--- config.mk ---
export PLATFORM = sky130hd
export DESIGN_NAME = gnr_ctrl
export DESIGN_NICKNAME = d
export VERILOG_FILES = /design/src/rtl/gnr_ctrl.sv
export SDC_FILE = /design/constraint.sdc
export NUM_CORES = 1
export LEC_CHECK = 0
export ABC_CLOCK_PERIOD_IN_PS = 1700
export BUFFER_PORTS_ARGS = -buffer_cell sky130_fd_sc_hd__buf_2
export CORE_UTILIZATION = 40
export DETAILED_ROUTE_END_ITERATION = 8
export PLACE_DENSITY = 0.65
export SETUP_SLACK_MARGIN = 0.4
export SYNTH_ARGS = -nofsm -noshare
export SYNTH_HDL_FRONTEND = slang
export SYNTH_SLANG_ARGS = --single-unit
export TNS_END_PERCENT = 100
--- constraint.sdc ---
create_clock -name clk -period 1.7 [get_ports clk]
set_input_delay 0.085 -clock clk [delete_from_list [all_inputs] [get_ports clk]]
set_output_delay 0.085 -clock clk [all_outputs]
set_load 0.02 [all_outputs]
--- src/rtl/gnr_ctrl.sv ---
// Sequencer for a network of step-driven nodes: loads initial state, issues s0/s1 step
// strobes, captures the s1 state after each step and hands it out over a valid/ready port.
module gnr_ctrl #(
    parameter int N_NODES = 8,
    parameter int CNT_W   = 16
) (
    input  logic               clk,
    input  logic               rst,
    input  logic               start,
    input  logic [N_NODES-1:0] init_state_in,
    input  logic [CNT_W-1:0]   num_steps,
    output logic               reset_nos,
    output logic [N_NODES-1:0] init_state,
    output logic               start_s0,
    output logic               start_s1,
    input  logic [N_NODES-1:0] cgc_s0,
    input  logic [N_NODES-1:0] cgc_s1,
    output logic [N_NODES-1:0] state_data,
    output logic [CNT_W-1:0]   state_idx,
    output logic               state_valid,
    input  logic               state_ready,
    output logic               busy,
    output logic               done
);

    localparam logic [2:0] S_IDLE   = 3'd0;
    localparam logic [2:0] S_LOAD   = 3'd1;
    localparam logic [2:0] S_STEP0  = 3'd2;
    localparam logic [2:0] S_STEP1  = 3'd3;
    localparam logic [2:0] S_SAMPLE = 3'd4;
    localparam logic [2:0] S_OUT    = 3'd5;
    localparam logic [2:0] S_DONE   = 3'd6;

    localparam logic [CNT_W-1:0] CNT_ONE = {{(CNT_W-1){1'b0}}, 1'b1};

    logic [2:0]         state_q, state_d;
    logic [N_NODES-1:0] init_q;
    logic [N_NODES-1:0] data_q;
    logic [CNT_W-1:0]   steps_q;
    logic [CNT_W-1:0]   cnt_q;
    logic [CNT_W-1:0]   idx_q;

    // cgc_s0 only feeds the debug readback path, which this block does not implement.
    logic unused_cgc_s0;
    assign unused_cgc_s0 = ^cgc_s0;

    always_comb begin
        // NOTE: default assignment first, so no branch can leave state_d unassigned and infer a latch.
        state_d = state_q;
        case (state_q)
            S_IDLE:   if (start) state_d = S_LOAD;
            S_LOAD:   state_d = (steps_q == '0) ? S_DONE : S_STEP0;
            S_STEP0:  state_d = S_STEP1;
            S_STEP1:  state_d = S_SAMPLE;
            S_SAMPLE: state_d = S_OUT;
            S_OUT:    if (state_ready) state_d = (cnt_q == steps_q) ? S_DONE : S_STEP0;
            S_DONE:   state_d = S_IDLE;
            default:  state_d = S_IDLE;
        endcase
    end

    // NOTE: all state updates use non-blocking assignments so every register samples pre-edge values.
    always_ff @(posedge clk) begin
        if (rst) begin
            state_q <= S_IDLE;
            init_q  <= '0;
            steps_q <= '0;
            cnt_q   <= '0;
            data_q  <= '0;
            idx_q   <= '0;
        end else begin
            state_q <= state_d;
            if (state_q == S_IDLE && start) begin
                init_q  <= init_state_in;
                steps_q <= num_steps;
                cnt_q   <= '0;
            end
            // Counter stops at steps_q, so it cannot wrap even for the all-ones step count.
            if (state_q == S_STEP1) begin
                cnt_q <= cnt_q + CNT_ONE;
            end
            if (state_q == S_SAMPLE) begin
                data_q <= cgc_s1;
                idx_q  <= cnt_q;
            end
        end
    end

    assign reset_nos   = (state_q == S_LOAD);
    assign start_s0    = (state_q == S_STEP0);
    assign start_s1    = (state_q == S_STEP1);
    assign state_valid = (state_q == S_OUT);
    assign done        = (state_q == S_DONE);
    assign busy        = (state_q != S_IDLE);
    assign init_state  = init_q;
    assign state_data  = data_q;
    assign state_idx   = idx_q;

endmodule

==> metrics, run 1 <==
Worst slew margin 66.6%; Synth area leader dfxtp_1; number of inserted diodes 0; register area share after synthesis 45.5%; Final Cell Area 0.00480 mm^2; clock slew at reported path FFs 0.07 ns; antenna violations before repair 0; IO buf count 73; Int Pwr 3720 uW; area share of the largest cell type after synthesis 45.5%; Achievable Freq 0.665 GHz; mux cell area share after synthesis between 1 and 1.5%; core area 0.00694 mm^2; RSZ-0062 raised after global routing yes; compound-gate portion of the synthesized area 14.3%; Sw Pwr 2080 uW; Starting Density 42.4%; Worst Skew 0.00843 ns; DR pass1 iterations 4; WL final 9350 um; H-Tree Depth 3; DR WL met2 approximately 4700 um; CTS buffer count 9; Final Hold Fails 0; CP Launch Type flop; WS Path Type flop to flop; Metal-1 WL 3830 um; Die Span X 87.8 um; dpl hpwl 4950 um; # DRC 0; sequential share of power between 30 and 40%; I/O pin cnt roughly 80; worst-margin pin slew 0.501 ns; class of the worst hold path input pin to flop; largest family of logic cells by synthesized area simple AND/OR/NAND/NOR gates; Synth Area in Simple Gates ~28%; Layout Area Growth over Synthesis 62.9%; vias in the first global route 2874; Mapped Nets just over 400; Reg area 0.00137 mm^2; clk root buf clkbuf_8; Cell variety after synth 47; multi-input logic area 0.00183 mm^2; setup violators final 0; Static Leak 0.00202 uW; clock period minus worst slack 1.50 ns; Top Layer Used met4; Die ar. 0.00771 mm^2; largest net degree at the start of global routing 44; placed cell area 0.00349 mm^2; r2r worst-path depth 7; CTS Sinks 67; Worst-Skew Late Latency 0.34 ns; GRT Overall Usage 23.9%; Slew Limit Fails 0; Antenna Violating Nets Remaining 0; Nets between 500 and 600; die height 87.8 um; Warnings, synthesis 0; xor/xnor share of the synthesized area 5.06%; clock power share 23.1%; Worst EP arrival 1.76 ns; post-route insts no fill ~600; DR vias 3124; Starting DRT DRC Count between 200 and 250; Max Root-Sink Buffers 2; Power Density 1210 mW/mm^2; sw frac 35.8%; # fillers around 530; CTS tree yes; Max-Cap Viols 0; largest cells by area after synthesis dfxtp_1 46%, nand2_1 13%, a21oi_1 11%; final setup TNS 0 ns; crit share post-route 88.5%; Post-Synth Adder-Cell Area 0.425%; GRT overflow 0; combinational share of power around 43%; first-pass GRT wire length 14000 um; Avg Cell Area, Syn 8.03 um^2; cell row count 30; area of the mapped netlist 0.00295 mm^2; Min-Delay Path Depth 2; CP max FO 8; Req. time, crit path just under 2 ns; DR WL/cell 15.6 um; # placed instances 531; status complete, no violations; Seq cells post-synth 67; Syn Inst Count 367; metal3 WL around 580 um; Worst setup EP type flop; IR drop worst, VDD approximately 0.88 mV; share of cells above drive strength 1 a little over two fifths; Via density 5.22; gp weighted congestion 0.802
[per-layer routing]
layer  up-vias  GRT usage (%)
met4         0           11.2
met3        27           5.75
met5         -              0
met2       106           39.0
met1      1475           29.9
li1       1516              -
[flip-flops by register name, indices dropped and copies added, names as in the netlist]
register    flops
state_q         3
state_idx      16
steps_q        16
cnt_q          16
init_state      8
state_data      8
[synthesized netlist by cell type (all sizes together)]
cell type  number
a211o           1
a21oi          62
a221oi          1
a31oi           2
a41oi           1
and2            1
and3            3
and3b           2
and4            2
buf            20
clkbuf          9
dfxtp          67
ha              1
inv             2
mux2            3
nand2         104
nand2b          2
nand3           9
nand3b          2
nand4           7
nor2           13
nor3            3
nor3b           2
nor4            7
nor4b           1
o211ai          2
o21a            1
o21ai           5
o22a            1
o22ai           1
o311ai          1
or2             2
or3             6
or3b            1
or4             2
or4b            1
xnor2           4
xor2           13
[power by group through the flow]
stage / logic [uW] / registers, uW / clock network, uW
floorplan: 1000 / 1980 / 0
global placement: 1370 / 1950 / 0
detailed placement: 1380 / 1960 / 0
CTS: 1970 / 1910 / 1350
global route: 2650 / 1980 / 1430
finish: 2500 / 1960 / 1340
[cell type report]
type                    instances  share of cell area, %
multi-input cells             269                   38.1
flip-flops and latches         67                   28.4
repair buffers                149                   26.6
clock buffers                  12                   3.02
well taps                      96                   2.50
clock inverters                 4                   1.02
inverters                       2                  0.261
[kinds of logic (layout without fill, tap and decap cells)]
| group | count (synthesis) | after routing |
|---|---|---|
| AND/OR/NAND/NOR | 170 | 170 |
| AO/OA/AOI/OAI | 78 | 78 |
| flip-flops | 67 | 67 |
| buffers and inverters | 31 | 167 |
| XOR/XNOR | 17 | 17 |
| multiplexers | 3 | 3 |
| adder cells (fa/ha/maj) | 1 | 1 |
[repair_timing]
item,in CTS,in global routing
endpoints found under the hold margin,32,1
gates resized for setup,42,101
buffers inserted,10,2
hold buffers,32,1
gates cloned,3,4
pin swaps,22,35
endpoints found under the setup margin,71,72
[per-stage QoR]
step	util, %	power, uW	hold WS, ns	setup slack (ns)
floorplan	-	2980	0.193	0.238
global placement	50.3	3310	0.320	0.195
global route	69.1	6060	0.0648	0.157
CTS	62.0	5230	0.00631	0.247
finish	69.1	5800	0.0681	0.196
detailed placement	50.3	3330	0.331	0.151
[worst max-delay path: stages, from the launching register on]
cell and delay, ns:
dfxtp_4 0.36, buf_4 0.15, nand3b_4 0.10, inv_6 0.07
buf_6 0.14, nor2_4 0.27, nand2_1 0.12, a31oi_1 0.20
[final timing paths]
| path | start | end | slack (ns) |
|---|---|---|---|
| worst min register to register | state_idx[9] | state_idx[9] | 0.45 |
| worst max-delay path | state_q[0] | cnt_q[12] | 0.20 |
| worst max register to register | state_q[0] | cnt_q[12] | 0.20 |
| worst min-delay path | rst | state_idx[14] | 0.07 |
[cell usage in the layout, fill, tap and decap left out, drive strengths merged, types with 3 or more instances in the layout]
cell         instances
nand4                7
mux2                 3
xor2                13
a21oi               62
dlygate4sd3         33
nor4                 7
nand2              104
xnor2                4
inv                  3
o21ai                5
dfxtp               67
or3                  6
nor3                 3
buf                112
nand3                9
nor2                13
clkbuf              16
and3                 3
Note: power is estimated with default switching activity, not from simulation.
==> inputs of run 2 (changes only) <==
- CTS_BUF_LIST: unset -> sky130_fd_sc_hd__clkbuf_8
==> metrics, run 2 (synthesized netlist as in run 1, its figures left out) <==
largest net degree at the start of global routing 44; DR pass1 iterations 8; Layout Area Growth over Synthesis 62.7%; DR WL/cell 15.7 um; Worst slew margin 67.5%; CP max FO 8; Worst-Skew Late Latency 0.35 ns; post-route insts no fill between 500 and 600; die height 87.8 um; Antenna Violating Nets Remaining 0; r2r worst-path depth 5; dpl hpwl 4950 um; DR vias ~3100; Die ar. roughly 0.0077 mm^2; Power Density 1210 mW/mm^2; H-Tree Depth 3; Via density ~5.2; Max-Cap Viols 0; hold-critical path endpoint state_idx[11]; most frequent cells in the layout 67 x buf_2, 66 x nand2_1, 60 x dfxtp_1, 43 x a21oi_1, 33 x dlygate4sd3_1; Achievable Freq around 0.67 GHz; WL final 9380 um; gp weighted congestion 0.802; crit-path cells or4b_4 -> buf_12 -> buf_16 -> nand2_4 -> a21oi_1; R2R Path Start state_q[0]; status complete, no violations; CTS Sinks 67; Sw Pwr roughly 2100 uW; reg2reg end steps_q[8]; Critical Path Max Stage Delay between 0.5 and 0.6 ns; Static Leak 0.00202 uW; WS Path Type flop to flop; CTS tree yes; Worst setup EP type flop; crit share post-route 88.2%; antenna violations before repair 0; Starting Density 42.4%; Final Hold Fails 0; Worst EP arrival 1.71 ns; # placed instances 531; hold_sp rst; Req. time, crit path 1.91 ns; GRT overflow 0; Worst R2R Setup Slack 0.20 ns; number of inserted diodes 0; final setup TNS 0 ns; share of cells above drive strength 1 43.4%; Int Pwr 3710 uW; clock period minus worst slack about 1.5 ns; clock slew at reported path FFs 0.08 ns; IO buf count 73; setup violators final 0; Starting DRT DRC Count 241; class of the worst hold path input pin to flop; RSZ-0062 raised after global routing yes; CTS buffer count 9; cell row count 30; IR drop worst, VDD slightly below 0.9 mV; combinational share of power about 43%; # DRC 0; Max Root-Sink Buffers 2; Min-Delay Path Depth 2; Slew Limit Fails 0; clk root buf clkbuf_8; first-pass GRT wire length approximately 14000 um; Die Span X 87.8 um; commonest non-fill, non-tap cell in the layout buf_2; Nets 542; I/O pin cnt 82; sequential share of power 33.8%; core area approximately 0.0069 mm^2; clock power share 23.1%; GRT Overall Usage a little under a quarter; Worst Skew 0.00879 ns; sw frac roughly 36%; worst-margin pin slew 0.488 ns; Slowest-stage cell, CP or4b_4; vias in the first global route about 2900; CP Launch Type flop
==> run 2: power by group through the flow <==
| stage | sequential [uW] | clock, uW | combinational [uW] |
|---|---|---|---|
| floorplan | 1980 | 0 | 1000 |
| global route | 1980 | 1420 | 2650 |
| global placement | 1950 | 0 | 1370 |
| CTS | 1910 | 1340 | 1970 |
| detailed placement | 1960 | 0 | 1380 |
| finish | 1960 | 1340 | 2500 |
==> run 2: metrics by stage <==
stage          instance area [um^2]  util [%]  setup slack (ns)  total power (uW)  hold slack (ns)
2_1_floorplan                  3020         -             0.238              2980            0.193
3_3_place_gp                   3490      50.3             0.195              3310            0.320
3_5_place_dp                   3490      50.3             0.151              3330            0.331
4_1_cts                        4300      62.0             0.248              5220          0.00631
5_1_grt                        4790      69.0             0.179              6050           0.0615
6_report                       4790      69.0             0.200              5800           0.0643
==> run 2: cell type report <==
type / instances / area, um^2
clock buffers: 10 / 138
clock inverters: 6 / 56.3
inverters: 2 / 15.0
fillers: 533 / 2150
repair buffers: 148 / 1270
well taps: 96 / 120
flip-flops and latches: 67 / 1370
multi-input cells: 269 / 1830
==> run 2: critical path, delay by kind of cell (launching register included) <==
kind | cells | cell delay, ns
AND/OR/NAND/NOR | 2 | 0.63
flip-flops | 1 | 0.36
buffers and inverters | 2 | 0.32
AO/OA/AOI/OAI | 1 | 0.06
==> run 2: how the worst max path moves through the flow <==
stage | start | to | slack (ns) | cells past startpoint
after floorplan | state_q[0] | init_state[4] | 0.24 | 6
final | state_q[0] | steps_q[8] | 0.20 | 5
after global routing | state_q[0] | cnt_q[15] | 0.18 | 6
after detailed placement | state_q[0] | cnt_q[15] | 0.15 | 6
after CTS | cnt_q[9] | cnt_q[15] | 0.25 | 4
after global placement | state_q[0] | cnt_q[6] | 0.19 | 5
==> run 2: per-layer routing <==
layer / GRT usage (%) / vias up / routed length [um]
met4: 11.2 / 0 / 216
met1: 29.9 / 1484 / 3850
met5: 0 / - / 0
met3: 5.75 / 23 / 579
li1: - / 1518 / -
met2: 39.0 / 113 / 4730
==> run 2: what timing repair did <==
item,CTS,global route
cloned,3,4
pin swaps,22,35
hold endpoints to repair,32,1
resized for setup,42,102
hold buffers,32,1
setup endpoints to repair,71,72
buffers inserted,10,1
